<file path="src/rtl/uart_alu_controller.sv">
// uart_alu_controller
// Sequences UART rx -> ALU -> UART tx. Collects operand A, operand B and an
// opcode from three received words. Drives them to the ALU, captures the
// result and launches it through tx. A frame left incomplete for too long
// between words is aborted.
module uart_alu_controller #(
    parameter int WIDTH_WORD      = 8,
    parameter int CANT_BIT_OPCODE = 6,
    parameter int TIMEOUT_CYCLES  = 100000
) (
    input  logic                       i_clock,
    input  logic                       i_reset,
    input  logic                       i_rx_done,
    input  logic [WIDTH_WORD-1:0]      i_data_rx,
    input  logic [WIDTH_WORD-1:0]      i_alu_result,
    input  logic                       i_tx_done,
    output logic [WIDTH_WORD-1:0]      o_alu_data_a,
    output logic [WIDTH_WORD-1:0]      o_alu_data_b,
    output logic [CANT_BIT_OPCODE-1:0] o_alu_opcode,
    output logic                       o_tx_start,
    output logic [WIDTH_WORD-1:0]      o_data_tx,
    output logic                       o_busy,
    output logic                       o_timeout
);

    localparam int CNT_W = (TIMEOUT_CYCLES > 2) ? $clog2(TIMEOUT_CYCLES) : 1;
    localparam logic [CNT_W-1:0] TMO_LAST = CNT_W'(TIMEOUT_CYCLES - 1);

    typedef enum logic [2:0] {
        ST_IDLE    = 3'd0,
        ST_WAIT_B  = 3'd1,
        ST_WAIT_OP = 3'd2,
        ST_EXEC    = 3'd3,
        ST_SEND    = 3'd4,
        ST_WAIT_TX = 3'd5
    } state_t;

    state_t r_state;
    state_t w_state_next;

    logic                       r_rx_prev;
    logic                       r_tx_prev;
    logic [CNT_W-1:0]           r_tmo_cnt;
    logic [WIDTH_WORD-1:0]      r_alu_a;
    logic [WIDTH_WORD-1:0]      r_alu_b;
    logic [CANT_BIT_OPCODE-1:0] r_alu_op;
    logic [WIDTH_WORD-1:0]      r_data_tx;
    logic                       r_tx_start;
    logic                       r_timeout;

    logic w_rx_edge;
    logic w_tx_edge;
    logic w_cap_a;
    logic w_cap_b;
    logic w_cap_op;
    logic w_load_tx;
    logic w_start;
    logic w_tmo;
    logic w_cnt_run;

    // A level held for several cycles must count as a single event.
    assign w_rx_edge = i_rx_done & ~r_rx_prev;
    assign w_tx_edge = i_tx_done & ~r_tx_prev;

    // Previous-sample registers for edge detection
    always_ff @(posedge i_clock or posedge i_reset) begin
        if (i_reset) begin
            r_rx_prev <= 1'b0;
            r_tx_prev <= 1'b0;
        end else begin
            r_rx_prev <= i_rx_done;
            r_tx_prev <= i_tx_done;
        end
    end

    // State register
    always_ff @(posedge i_clock or posedge i_reset) begin
        if (i_reset) begin
            r_state <= ST_IDLE;
        end else begin
            r_state <= w_state_next;
        end
    end

    // Next-state and datapath enables; an rx edge beats the timeout on the same cycle
    always_comb begin
        w_state_next = r_state;
        w_cap_a      = 1'b0;
        w_cap_b      = 1'b0;
        w_cap_op     = 1'b0;
        w_load_tx    = 1'b0;
        w_start      = 1'b0;
        w_tmo        = 1'b0;
        w_cnt_run    = 1'b0;
        unique case (r_state)
            ST_IDLE: begin
                if (w_rx_edge) begin
                    w_cap_a      = 1'b1;
                    w_state_next = ST_WAIT_B;
                end
            end
            ST_WAIT_B: begin
                if (w_rx_edge) begin
                    w_cap_b      = 1'b1;
                    w_state_next = ST_WAIT_OP;
                end else if (r_tmo_cnt == TMO_LAST) begin
                    w_tmo        = 1'b1;
                    w_state_next = ST_IDLE;
                end else begin
                    w_cnt_run    = 1'b1;
                end
            end
            ST_WAIT_OP: begin
                if (w_rx_edge) begin
                    w_cap_op     = 1'b1;
                    w_state_next = ST_EXEC;
                end else if (r_tmo_cnt == TMO_LAST) begin
                    w_tmo        = 1'b1;
                    w_state_next = ST_IDLE;
                end else begin
                    w_cnt_run    = 1'b1;
                end
            end
            ST_EXEC: begin
                w_load_tx    = 1'b1;
                w_state_next = ST_SEND;
            end
            ST_SEND: begin
                w_start      = 1'b1;
                w_state_next = ST_WAIT_TX;
            end
            ST_WAIT_TX: begin
                if (w_tx_edge) begin
                    w_state_next = ST_IDLE;
                end
            end
            default: begin
                w_state_next = ST_IDLE;
            end
        endcase
    end

    // Inter-word timeout counter; runs only while waiting for B or the opcode
    always_ff @(posedge i_clock or posedge i_reset) begin
        if (i_reset) begin
            r_tmo_cnt <= '0;
        end else if (w_cnt_run) begin
            r_tmo_cnt <= r_tmo_cnt + 1'b1;
        end else begin
            r_tmo_cnt <= '0;
        end
    end

    // Operand/opcode capture; values survive an abort until overwritten
    always_ff @(posedge i_clock or posedge i_reset) begin
        if (i_reset) begin
            r_alu_a  <= '0;
            r_alu_b  <= '0;
            r_alu_op <= '0;
        end else begin
            if (w_cap_a)  r_alu_a  <= i_data_rx;
            if (w_cap_b)  r_alu_b  <= i_data_rx;
            if (w_cap_op) r_alu_op <= i_data_rx[CANT_BIT_OPCODE-1:0];
        end
    end

    // Result capture and single-cycle tx launch / timeout pulses
    always_ff @(posedge i_clock or posedge i_reset) begin
        if (i_reset) begin
            r_data_tx  <= '0;
            r_tx_start <= 1'b0;
            r_timeout  <= 1'b0;
        end else begin
            if (w_load_tx) r_data_tx <= i_alu_result;
            r_tx_start <= w_start;
            r_timeout  <= w_tmo;
        end
    end

    assign o_alu_data_a = r_alu_a;
    assign o_alu_data_b = r_alu_b;
    assign o_alu_opcode = r_alu_op;
    assign o_data_tx    = r_data_tx;
    assign o_tx_start   = r_tx_start;
    assign o_timeout    = r_timeout;
    assign o_busy       = (r_state == ST_EXEC) || (r_state == ST_SEND) ||
                          (r_state == ST_WAIT_TX);

endmodule

</file>
<file path="config.mk">
export PLATFORM = sky130hd
export DESIGN_NAME = uart_alu_controller
export DESIGN_NICKNAME = d
export VERILOG_FILES = /design/src/rtl/uart_alu_controller.sv
export SDC_FILE = /design/constraint.sdc
export NUM_CORES = 1
export LEC_CHECK = 0
export BUFFER_PORTS_ARGS = -buffer_cell sky130_fd_sc_hd__buf_2
export CORE_MARGIN = 4
export CORE_UTILIZATION = 57
export CTS_BUF_LIST = sky130_fd_sc_hd__clkbuf_16
export CTS_CLUSTER_DIAMETER = 120
export CTS_CLUSTER_SIZE = 14
export DETAILED_ROUTE_END_ITERATION = 6
export PLACE_DENSITY_LB_ADDON = 0.12
export SYNTH_ARGS = -nofsm -noshare
export SYNTH_HDL_FRONTEND = slang
export SYNTH_SLANG_ARGS = --single-unit
</file>
<file path="constraint.sdc">
create_clock -name i_clock -period 5.2 [get_ports i_clock]
set_input_delay 1.04 -clock i_clock [delete_from_list [all_inputs] [get_ports i_clock]]
set_output_delay 1.04 -clock i_clock [all_outputs]
set_load 0.1 [all_outputs]
</file>
-- Word level (Yosys, flattened, before mapping)
Cells that the tools add are included.
- add/sub/neg operators: 1
- bitwise logic cells: 4
- reductions and logical operators: 5
- equal/unequal tests: 8
- muxes and demuxes: 19
- operator list (kind ; number):
    3-bit case mux with 6 select lines ; 1
    17-bit by 1-bit adder with 17-bit output (second input constant) ; 1
    17-bit == test (second input constant) ; 1
    17-bit two-way mux ; 1
    3-bit two-way mux ; 5
    1-bit two-way mux ; 12
    3-bit by 2-bit == test with 1-bit output (second input constant) ; 2
    3-bit == test (second input constant) ; 2
    2-bit != test (second input constant) ; 2
    3-bit by 1-bit == test with 1-bit output (second input constant) ; 1
    3-bit zero test ; 1
    1-bit AND ; 2
    1-bit logical OR ; 2
    1-bit inverter ; 2
    2-bit AND reduction ; 1
    2-bit OR reduction ; 1
- input bits: 20
- word-level logic and storage cells: 47
- register bits: 54
- output and inout port bits: 33

-- Depth between registers and ports, before layout
Gate-level depths: netlist (run 1).
- word-level depth: 5
- depth in mapped cells: 7
- mapped depth without buffers: 5

-- Worst setup path before layout (run 1)
OpenSTA, ideal clock, no wires.
- path kind: reg-to-output
- start point: reg r_state[2]
- end point: out o_busy
- data required time: 4.160 ns
- arrival: 1.451 ns
- cell stages (with the launch flop): 4
- path buffers: 0
- path slack: 2.709 ns
- cell sequence: dfrtp_1 inv_1 nand3_2 nand2_1
- cells in the longest elaborated chain, start to end: 3
- elaborated cells on any way between the ends: 5
- classes of those cells: eq/ne: 3; reduce/logical: 2
- ends and longest elaborated chain (item ; line ; RTL):
    start: declaration ; 38 ; state_t r_state;
    start signal: assignment ; 81 ; r_state <= w_state_next;
    3-bit by 2-bit == test with 1-bit output or 3-bit == test (tied branches) ; 186 ; assign o_busy = (r_state == ST_EXEC) || (r_state == ST_SEND) ||
    1-bit logical OR ; 186 ;
    1-bit logical OR (*) ; 186 ;
    end: declaration ; 22 ; output logic o_busy,
Mark *: on every way between the ends. The rest lies on a longest branch, timed or not.

-- Worst setup path in the final report (run 1)
- start point: reg r_state[1]
- end point: out o_busy
Same word-level chain as after synthesis.

==> flow_metrics.py, run 1 <==
metrics = {
    "place": {
        "port_buffers": 52,
        "gp_congestion": 0.818,
        "numPlacedInstances": 284,
        "dp_hpwl_mm": 2.98,
    },
    "yosys": {
        "synth-async-reset-ratio": 1.00,
        "fraction_of_synthesized_cell_area_taken_by_the_top_area_cell_type": 0.575,
        "synth.area.top_cells": "sky130_fd_sc_hd__dfrtp_1 (58%), sky130_fd_sc_hd__mux2_2 (14%), sky130_fd_sc_hd__xnor2_1 (4.8%), sky130_fd_sc_hd__nor2_1 (3.5%), sky130_fd_sc_hd__nor4_1 (2.7%)",
        "post-synth-top-area-cell": "sky130_fd_sc_hd__dfrtp_1",
        "avgSynthCellArea_um2": 12.6,
        "count_of_mapped_cells_out_of_synthesis": 187,
        "netlist_area_mm2": 0.00235,
        "syn_nets": 208,
        "synthFlopType": "sky130_fd_sc_hd__dfrtp_1",
        "synth.ff_latch_count": 54,
        "yosys_warnings": 0,
        "number_of_flops_mapped_to_enable_cells_by_yosys": 0,
        "synthDistinctLibCells": 31,
        "synth_seq_area_share": 0.575,
    },
    "critical_path": {
        "cp-end-kind": "output pin",
        "worst-path-max-fanout": 10,
        "cp_max_stage_delay_ns": 0.59,
        "setup.worst_path.start_class": "flop",
        "worst_ep_arrival_time_ns": 1.71,
        "crit_path_cell_trace": "nand3_2 > nand2_1 > buf_2",
        "rrSetupSlack_ns": 3.27,
        "path_delay_family": "flip-flops",
        "slowest_cp_cell": "sky130_fd_sc_hd__dfrtp_1",
        "worstPathRequired_ns": 4.16,
        "critPathKind": "flop to output pin",
        "path_buf_inv": 1,
    },
    "clock_tree": {
        "cts_tree": "yes",
        "cts_repair_resize_count": 0,
        "cts.root.buffer_cell": "sky130_fd_sc_hd__clkbuf_16",
        "clockBufferDepth": 2,
        "number_of_buffers_created_by_cts": 5,
        "clock_latency_ns": 0.29,
        "clk_transition_reported_paths_ns": 0.07,
        "cts_hold_repair.buffers": 0,
        "cts_post_setup_buffers_inserted": 0,
        "clock_sink_count": 54,
        "cts.htree.levels": 2,
    },
    "global_routing": {
        "grt_overflow_total": 0,
        "grt_first_pass_wirelength_mm": 7.28,
        "antenna_violations_before_repair": 0,
        "grtUsageTotal": 0.179,
        "grt_pass1_vias": 1601,
        "pin_count_of_the_biggest_net_entering_global_routing": 55,
    },
    "route": {
        "drt-pass1-iter-count": 4,
        "average_detailed_routed_wire_length_per_instance_um": 14.4,
        "drtIter0Drc": 110,
        "route.detailed.drc": 0,
        "detail_route.wirelength_mm": 4.19,
        "viasPerCell": 5.36,
        "antenna_violating_nets_post_route": 0,
        "via_count": 1565,
    },
    "timing": {
        "slew_headroom": 0.561,
        "period_minus_slack_ns": 2.75,
        "fmax_ghz": 0.364,
        "report.final.slew_viol_count": 0,
        "skew_ns": 0.00448,
        "setup-violations-final": 0,
        "grt_setup_unrepaired": "no",
        "worstMarginPinSlew_ns": 0.654,
        "final-hold-violation-count": 0,
        "timing.setup.tns_ns": 0,
        "fin_crit_sh": 0.529,
    },
    "flow_run": {
        "max_cap_viols": 0,
    },
    "layout": {
        "fill_cells": 300,
        "final_net_count": 262,
        "areaGrowthSynthToFinish_pct": 19.0,
        "top_library_cells_by_usage_in_the_layout_fill_and_taps_aside": "sky130_fd_sc_hd__dfrtp_1 (54), sky130_fd_sc_hd__buf_2 (52), sky130_fd_sc_hd__mux2_2 (30), sky130_fd_sc_hd__nor2_1 (22), sky130_fd_sc_hd__xnor2_1 (13)",
        "stdcell_count": 292,
        "layout-drive-gt1-share": 0.397,
        "layout_commonest_cell": "sky130_fd_sc_hd__dfrtp_1",
        "n_antenna_cell": 0,
    },
    "die": {
        "core_area_mm2": 0.00400,
        "design.portCount": 53,
        "die_h_um": 72.2,
        "dieWidth_um": 72.2,
        "initial_utilization": 0.587,
        "floorplan_die_area_mm2": 0.00521,
        "rows": 23,
    },
    "min_path": {
        "min_path_type": "flop to flop",
    },
    "outcome": {
        "result_of_the_run": "complete, no violations",
    },
}
worst paths after layout:
path / cells past startpoint / end / startpoint
hold reg to reg: 1 / r_tmo_cnt[0]$_DFF_PP0_ / r_tmo_cnt[0]$_DFF_PP0_
hold / removal: 1 / r_tmo_cnt[0]$_DFF_PP0_ / r_tmo_cnt[0]$_DFF_PP0_
min in group asynchronous: 3 / o_alu_opcode[2]$_DFFE_PP0P_ / i_reset
setup / recovery: 3 / o_busy / r_state[1]$_DFFE_PP0P_
max in group asynchronous: 3 / o_data_tx[3]$_DFFE_PP0N_ / i_reset
setup reg to reg: 5 / r_tmo_cnt[4]$_DFF_PP0_ / r_tmo_cnt[0]$_DFF_PP0_
stage by stage:
| step | util | setup WS [ns] | hold slack [ns] | instance area [um2] |
|---|---|---|---|---|
| after floorplan | - | 2.71 | 0.450 | 2350 |
| after global placement | 0.657 | 2.77 | 0.472 | 2630 |
| after detailed placement | 0.657 | 2.74 | 0.485 | 2630 |
| after CTS | 0.699 | 2.42 | 0.494 | 2800 |
| after global routing | 0.699 | 2.34 | 0.508 | 2800 |
| final | 0.699 | 2.45 | 0.495 | 2800 |
routing by layer:
metal | part of all wire | global-route usage | routed length [um]
met1 | 0.44 | 0.227 | 1850
met2 | 0.48 | 0.296 | 2030
met3 | 0.062 | 0.0485 | 259
met4 | 0.015 | 0.0626 | 61
met5 | 0 | 0 | 0
registers in the layout (all words and copies together) (netlist names):
register,count
r_state,3
o_alu_opcode,6
r_tx_prev,1
o_alu_data_b,8
r_tmo_cnt,17
o_alu_data_a,8
r_rx_prev,1
o_data_tx,8
o_tx_start,1
o_timeout,1
final cells by class:
type / count / area (um2) / share of cell area
Clock buffer: 5 / 125 / 0.0448
Clock inverter: 3 / 42.5 / 0.0152
Inverter: 8 / 30.0 / 0.0107
Multi-Input combinational cell: 119 / 916 / 0.328
Sequential cell: 54 / 1350 / 0.483
Tap cell: 50 / 62.6 / 0.0224
Timing Repair Buffer: 53 / 268 / 0.0958
logic make-up after synthesis:
kind of cell	after synthesis	share of synthesized area
flops	54	0.575
compound gates	6	0.0187
xor+xnor	16	0.0597
fa+ha+maj	1	0.00533
buf+inv	14	0.0346
mux	30	0.144
simple gates	66	0.162
synth_stat cells (all sizes together) (2+ instances only):
master,count
and3,2
buf,6
dfrtp,54
inv,8
mux2,30
nand2,5
nand2b,2
nand3,9
nand4,6
nor2,22
nor3,3
nor4,11
nor4b,2
or3,2
xnor2,13
xor2,3
Power of run 1 is left out: the tool's default activity adds up to more than one toggle a clock period on the data nets, which glitch-free logic cannot reach.
==> inputs of run 2 (changes only) <==
--- a/config.mk
+++ b/config.mk
@@ -7,7 +7,7 @@
 export LEC_CHECK = 0
 export BUFFER_PORTS_ARGS = -buffer_cell sky130_fd_sc_hd__buf_2
 export CORE_MARGIN = 4
-export CORE_UTILIZATION = 57
+export CORE_UTILIZATION = 53
 export CTS_BUF_LIST = sky130_fd_sc_hd__clkbuf_16
 export CTS_CLUSTER_DIAMETER = 120
 export CTS_CLUSTER_SIZE = 14
==> constraint.sdc (replaced) <==
create_clock -name i_clock -period 2.7 [get_ports i_clock]
set_input_delay 0.54 -clock i_clock [delete_from_list [all_inputs] [get_ports i_clock]]
set_output_delay 0.54 -clock i_clock [all_outputs]
set_load 0.1 [all_outputs]
==> flow_metrics.py, run 2 (same netlist as run 1, synthesis figures left out) <==
metrics = {
    "timing": {
        "report.final.slew_viol_count": 0,
        "period_minus_slack_ns": 2.23,
        "worstMarginPinSlew_ns": 0.632,
        "fmax_ghz": 0.448,
        "fin_crit_sh": 0.827,
        "slew_headroom": 0.577,
        "skew_ns": 0.00658,
        "final-hold-violation-count": 0,
        "timing.setup.tns_ns": 0,
        "grt_setup_unrepaired": "no",
        "setup-violations-final": 0,
        "timing.final.ws_setup_ns": 0.467,
    },
    "critical_path": {
        "worst-path-max-fanout": 10,
        "worstPathRequired_ns": 2.16,
        "cp_max_stage_delay_ns": 0.58,
        "critPathKind": "flop to output pin",
        "slowest_cp_cell": "sky130_fd_sc_hd__dfrtp_1",
        "cp-end-kind": "output pin",
        "path_buf_inv": 1,
        "setup.worst_path.start_class": "flop",
        "crit_reg_reg_startpoint": "r_tmo_cnt[0]$_DFF_PP0_",
        "crit_path_cell_trace": "nand3_2 > nand2_1 > buf_2",
        "worst_ep_arrival_time_ns": 1.69,
        "path_delay_family": "flip-flops",
        "critPathLaunch": "r_state[1]$_DFFE_PP0P_",
    },
    "clock_tree": {
        "clk_transition_reported_paths_ns": 0.07,
        "cts_tree": "yes",
        "clockBufferDepth": 2,
        "cts_post_setup_buffers_inserted": 0,
        "clock_sink_count": 54,
        "cts.root.buffer_cell": "sky130_fd_sc_hd__clkbuf_16",
        "number_of_buffers_created_by_cts": 5,
        "cts.htree.levels": 2,
        "clock_latency_ns": 0.29,
        "cts_repair_resize_count": 0,
        "cts_hold_repair.buffers": 0,
    },
    "die": {
        "floorplan_die_area_mm2": 0.00556,
        "design.portCount": 53,
        "initial_utilization": 0.567,
        "die_h_um": 74.6,
        "rows": 23,
        "dieWidth_um": 74.6,
        "core_area_mm2": 0.00414,
    },
    "place": {
        "port_buffers": 52,
        "place_area_mm2": 0.00264,
        "pre_cts_setup_slack_ns": 0.765,
        "gp_congestion": 0.815,
        "dp_hpwl_mm": 3.09,
    },
    "route": {
        "route.detailed.drc": 0,
        "antenna_violating_nets_post_route": 0,
        "average_detailed_routed_wire_length_per_instance_um": 14.4,
        "viasPerCell": 5.37,
        "drt-pass1-iter-count": 4,
        "via_count": 1574,
        "detail_route.wirelength_mm": 4.21,
        "drtIter0Drc": 44,
    },
    "global_routing": {
        "grt_pass1_vias": 1581,
        "antenna_violations_before_repair": 0,
        "grtUsageTotal": 0.170,
        "pin_count_of_the_biggest_net_entering_global_routing": 25,
        "grt_first_pass_wirelength_mm": 7.26,
        "grt_overflow_total": 0,
    },
    "outcome": {
        "result_of_the_run": "complete, no violations",
    },
    "layout": {
        "final_cell_area_mm2": 0.00278,
        "layout-drive-gt1-share": 0.399,
        "register_area_mm2": 0.00135,
        "final_net_count": 263,
        "multiInputGateArea_um2": 916,
        "largest_reg_by_ff_count": "r_tmo_cnt",
        "n_antenna_cell": 0,
        "largest_reg_flops": 17,
        "layout_commonest_cell": "sky130_fd_sc_hd__dfrtp_1",
        "fill_cells": 321,
        "areaGrowthSynthToFinish_pct": 18.3,
        "finish.utilization": 0.670,
        "top_library_cells_by_usage_in_the_layout_fill_and_taps_aside": "sky130_fd_sc_hd__dfrtp_1 (54), sky130_fd_sc_hd__buf_2 (52), sky130_fd_sc_hd__mux2_2 (30), sky130_fd_sc_hd__nor2_1 (22), sky130_fd_sc_hd__xnor2_1 (13)",
    },
    "flow_run": {
        "max_cap_viols": 0,
    },
    "min_path": {
        "min_path_type": "primary input to asynchronous set/reset pin",
    },
}
==> run 2: cell count changes in the layout (fill, tap and decap cells not counted) <==
cell	change
sky130_fd_sc_hd__bufinv_16	-1
sky130_fd_sc_hd__inv_1	+1
sky130_fd_sc_hd__clkinv_1	-1
sky130_fd_sc_hd__clkinv_2	+1
sky130_fd_sc_hd__inv_6	-1
sky130_fd_sc_hd__clkinv_4	+1
sky130_fd_sc_hd__buf_4	+1
==> run 2: final timing paths <==
kind                                               end  slack (ns)  depth (start not counted)
max reg2reg                    r_tmo_cnt[10]$_DFF_PP0_        0.81                          5
min                        o_alu_data_a[4]$_DFFE_PP0P_        0.18                          2
max in group asynchronous       r_tmo_cnt[1]$_DFF_PP0_        1.93                          3
min reg2reg                     r_tmo_cnt[0]$_DFF_PP0_        0.48                          1
max                                             o_busy        0.47                          3
min in group i_clock               r_tx_prev$_DFF_PP0_        0.37                          1
==> run 2: routing by layer <==
layer,GRT usage,part of all wire,up-vias
li1,-,-,770
met3,0.0446,0.067,4
met2,0.289,0.47,43
met5,0,0,-
met4,0.0534,0.013,0
met1,0.214,0.45,757
==> run 2: layout make-up <==
cell class / count / share of cell area
clock buffer: 5 / 0.0450
clock inverter: 3 / 0.00631
inverter: 8 / 0.0108
multi-input combinational: 119 / 0.330
sequential: 54 / 0.486
tap: 50 / 0.0225
timing repair buffer: 54 / 0.0991
==> run 2: metrics by stage <==
step | hold WS [ns] | cells
final | 0.182 | 293
after global routing | 0.202 | 293
after CTS | 0.191 | 293
after detailed placement | 0.480 | 285
after global placement | 0.475 | 285
after floorplan | 0.450 | 187
==> run 2: worst reg2reg max path: cells and delay by family (launching register included) <==
| kind | cells | cell delay [ns] |
|---|---|---|
| and+or+nand+nor | 3 | 0.64 |
| DFF | 1 | 0.38 |
| AOI/OAI and AO/OA | 1 | 0.51 |
| adders and majority gates | 1 | 0.22 |
Power of run 2 is left out for the same reason.
==> inputs of run 3 (changes only) <==
--- a/config.mk
+++ b/config.mk
@@ -7,7 +7,7 @@
 export LEC_CHECK = 0
 export BUFFER_PORTS_ARGS = -buffer_cell sky130_fd_sc_hd__buf_2
 export CORE_MARGIN = 4
-export CORE_UTILIZATION = 53
+export CORE_UTILIZATION = 48
 export CTS_BUF_LIST = sky130_fd_sc_hd__clkbuf_16
 export CTS_CLUSTER_DIAMETER = 120
 export CTS_CLUSTER_SIZE = 14
==> constraint.sdc (replaced) <==
create_clock -name i_clock -period 1.8 [get_ports i_clock]
set_input_delay 0.36 -clock i_clock [delete_from_list [all_inputs] [get_ports i_clock]]
set_output_delay 0.36 -clock i_clock [all_outputs]
set_load 0.1 [all_outputs]
==> flow_metrics.py, run 3 (same netlist as run 1, synthesis figures left out) <==
metrics = {
    "layout": {
        "areaGrowthSynthToFinish_pct": 22.0,
        "stdcell_count": 316,
        "largest_reg_by_ff_count": "r_tmo_cnt",
        "finish.utilization": 0.606,
        "top_library_cells_by_usage_in_the_layout_fill_and_taps_aside": "sky130_fd_sc_hd__buf_2 (51), sky130_fd_sc_hd__dfrtp_1 (51), sky130_fd_sc_hd__mux2_2 (30), sky130_fd_sc_hd__nor2_1 (22), sky130_fd_sc_hd__xnor2_1 (13)",
        "n_antenna_cell": 0,
        "final_net_count": 269,
        "layout-drive-gt1-share": 0.426,
        "largest_reg_flops": 17,
    },
    "place": {
        "numPlacedInstances": 308,
        "gp_congestion": 0.812,
        "port_buffers": 52,
        "dp_hpwl_mm": 3.10,
    },
    "timing": {
        "skew_ns": 0.00566,
        "grt_setup_unrepaired": "no",
        "setup-violations-final": 0,
        "worstMarginPinSlew_ns": 0.495,
        "slew_headroom": 0.672,
        "fin_crit_sh": 0.966,
        "final-hold-violation-count": 0,
        "report.final.slew_viol_count": 0,
        "fmax_ghz": 0.575,
        "timing.setup.tns_ns": 0,
        "period_minus_slack_ns": 1.74,
    },
    "critical_path": {
        "setup.worst_path.start_class": "flop",
        "worstPathRequired_ns": 1.44,
        "critPathKind": "flop to output pin",
        "cp-end-kind": "output pin",
        "worst_ep_arrival_time_ns": 1.38,
        "worst-path-max-fanout": 6,
    },
    "global_routing": {
        "antenna_violations_before_repair": 0,
        "grt_overflow_total": 0,
        "grt_use_met2": 0.234,
        "top_usage_layer": "met2",
        "grt_pass1_vias": 1555,
        "globalRouteMet1Util": 0.210,
        "met3_usage": 0.0394,
        "grt_first_pass_wirelength_mm": 7.39,
        "grtUsageTotal": 0.150,
        "pin_count_of_the_biggest_net_entering_global_routing": 29,
    },
    "die": {
        "core_area_mm2": 0.00472,
        "initial_utilization": 0.497,
        "dieWidth_um": 77.9,
        "die_h_um": 77.9,
        "floorplan_die_area_mm2": 0.00608,
        "rows": 25,
        "design.portCount": 53,
    },
    "route": {
        "drtIter0Drc": 69,
        "via_count": 1568,
        "average_detailed_routed_wire_length_per_instance_um": 13.2,
        "viasPerCell": 4.96,
        "drt-pass1-iter-count": 4,
        "detail_route.wirelength_mm": 4.16,
        "route.detailed.drc": 0,
        "antenna_violating_nets_post_route": 0,
    },
    "clock_tree": {
        "clock_latency_ns": 0.29,
        "clockBufferDepth": 2,
        "cts.root.buffer_cell": "sky130_fd_sc_hd__clkbuf_16",
        "cts.htree.levels": 2,
        "cts_tree": "yes",
        "cts_hold_repair.buffers": 0,
        "number_of_buffers_created_by_cts": 5,
        "clock_sink_count": 54,
        "cts_post_setup_buffers_inserted": 0,
        "clk_transition_reported_paths_ns": 0.07,
    },
    "flow_run": {
        "max_cap_viols": 0,
    },
    "outcome": {
        "result_of_the_run": "complete, no violations",
    },
    "min_path": {
        "min_path_type": "primary input to asynchronous set/reset pin",
    },
}
-- run 3: metrics by stage --
stage                     setup WS (ns)  area (um2)  hold slack [ns]
after floorplan                   0.125        2350            0.391
after global placement            0.217        2720            0.443
after detailed placement          0.224        2720            0.438
after CTS                        0.0108        2860            0.137
after global routing            0.00299        2860            0.170
final                            0.0609        2860            0.118
-- run 3: final timing paths --
check | startpoint | end | slack [ns] | cells past startpoint
max | r_state[2]$_DFFE_PP0P_ | o_busy | 0.06 | 4
min | i_reset | o_alu_data_a[3]$_DFFE_PP0P_ | 0.12 | 3
max reg2reg | r_tmo_cnt[0]$_DFF_PP0_ | r_state[0]$_DFFE_PP0P_ | 0.21 | 5
min reg2reg | r_tmo_cnt[0]$_DFF_PP0_ | r_tmo_cnt[0]$_DFF_PP0_ | 0.48 | 1
max in group asynchronous | i_reset | r_state[1]$_DFFE_PP0P_ | 1.38 | 3
min in group i_clock | i_tx_done | r_tx_prev$_DFF_PP0_ | 0.20 | 1
-- run 3: cell type report --
class,instances,area [um2]
clock buffers,5,125
inverters,8,30.0
fillers,392,1860
well taps,67,83.8
flip-flops and latches,54,1360
clock inverters,3,16.3
repair buffers,60,335
multi-input cells,119,918
-- run 3: critical path, cell delays in order, from the launching register on --
cell and delay [ns]:
sky130_fd_sc_hd__dfrtp_2 0.47, sky130_fd_sc_hd__inv_1 0.16, sky130_fd_sc_hd__nand3_2 0.17, sky130_fd_sc_hd__nand2_2 0.12, sky130_fd_sc_hd__buf_12 0.17
-- run 3: routing by layer --
metal	routed length [um]	vias to the layer above
met4	44	0
li1	-	776
met1	1940	753
met2	1980	34
met5	0	-
met3	185	5
-- run 3: timing repair --
item / in CTS / in global routing
pin swaps: 0 / 0
gates resized for setup: 1 / 2
cloned: 0 / 0
endpoints found under the setup margin: 1 / 1
Power of run 3 is left out for the same reason.
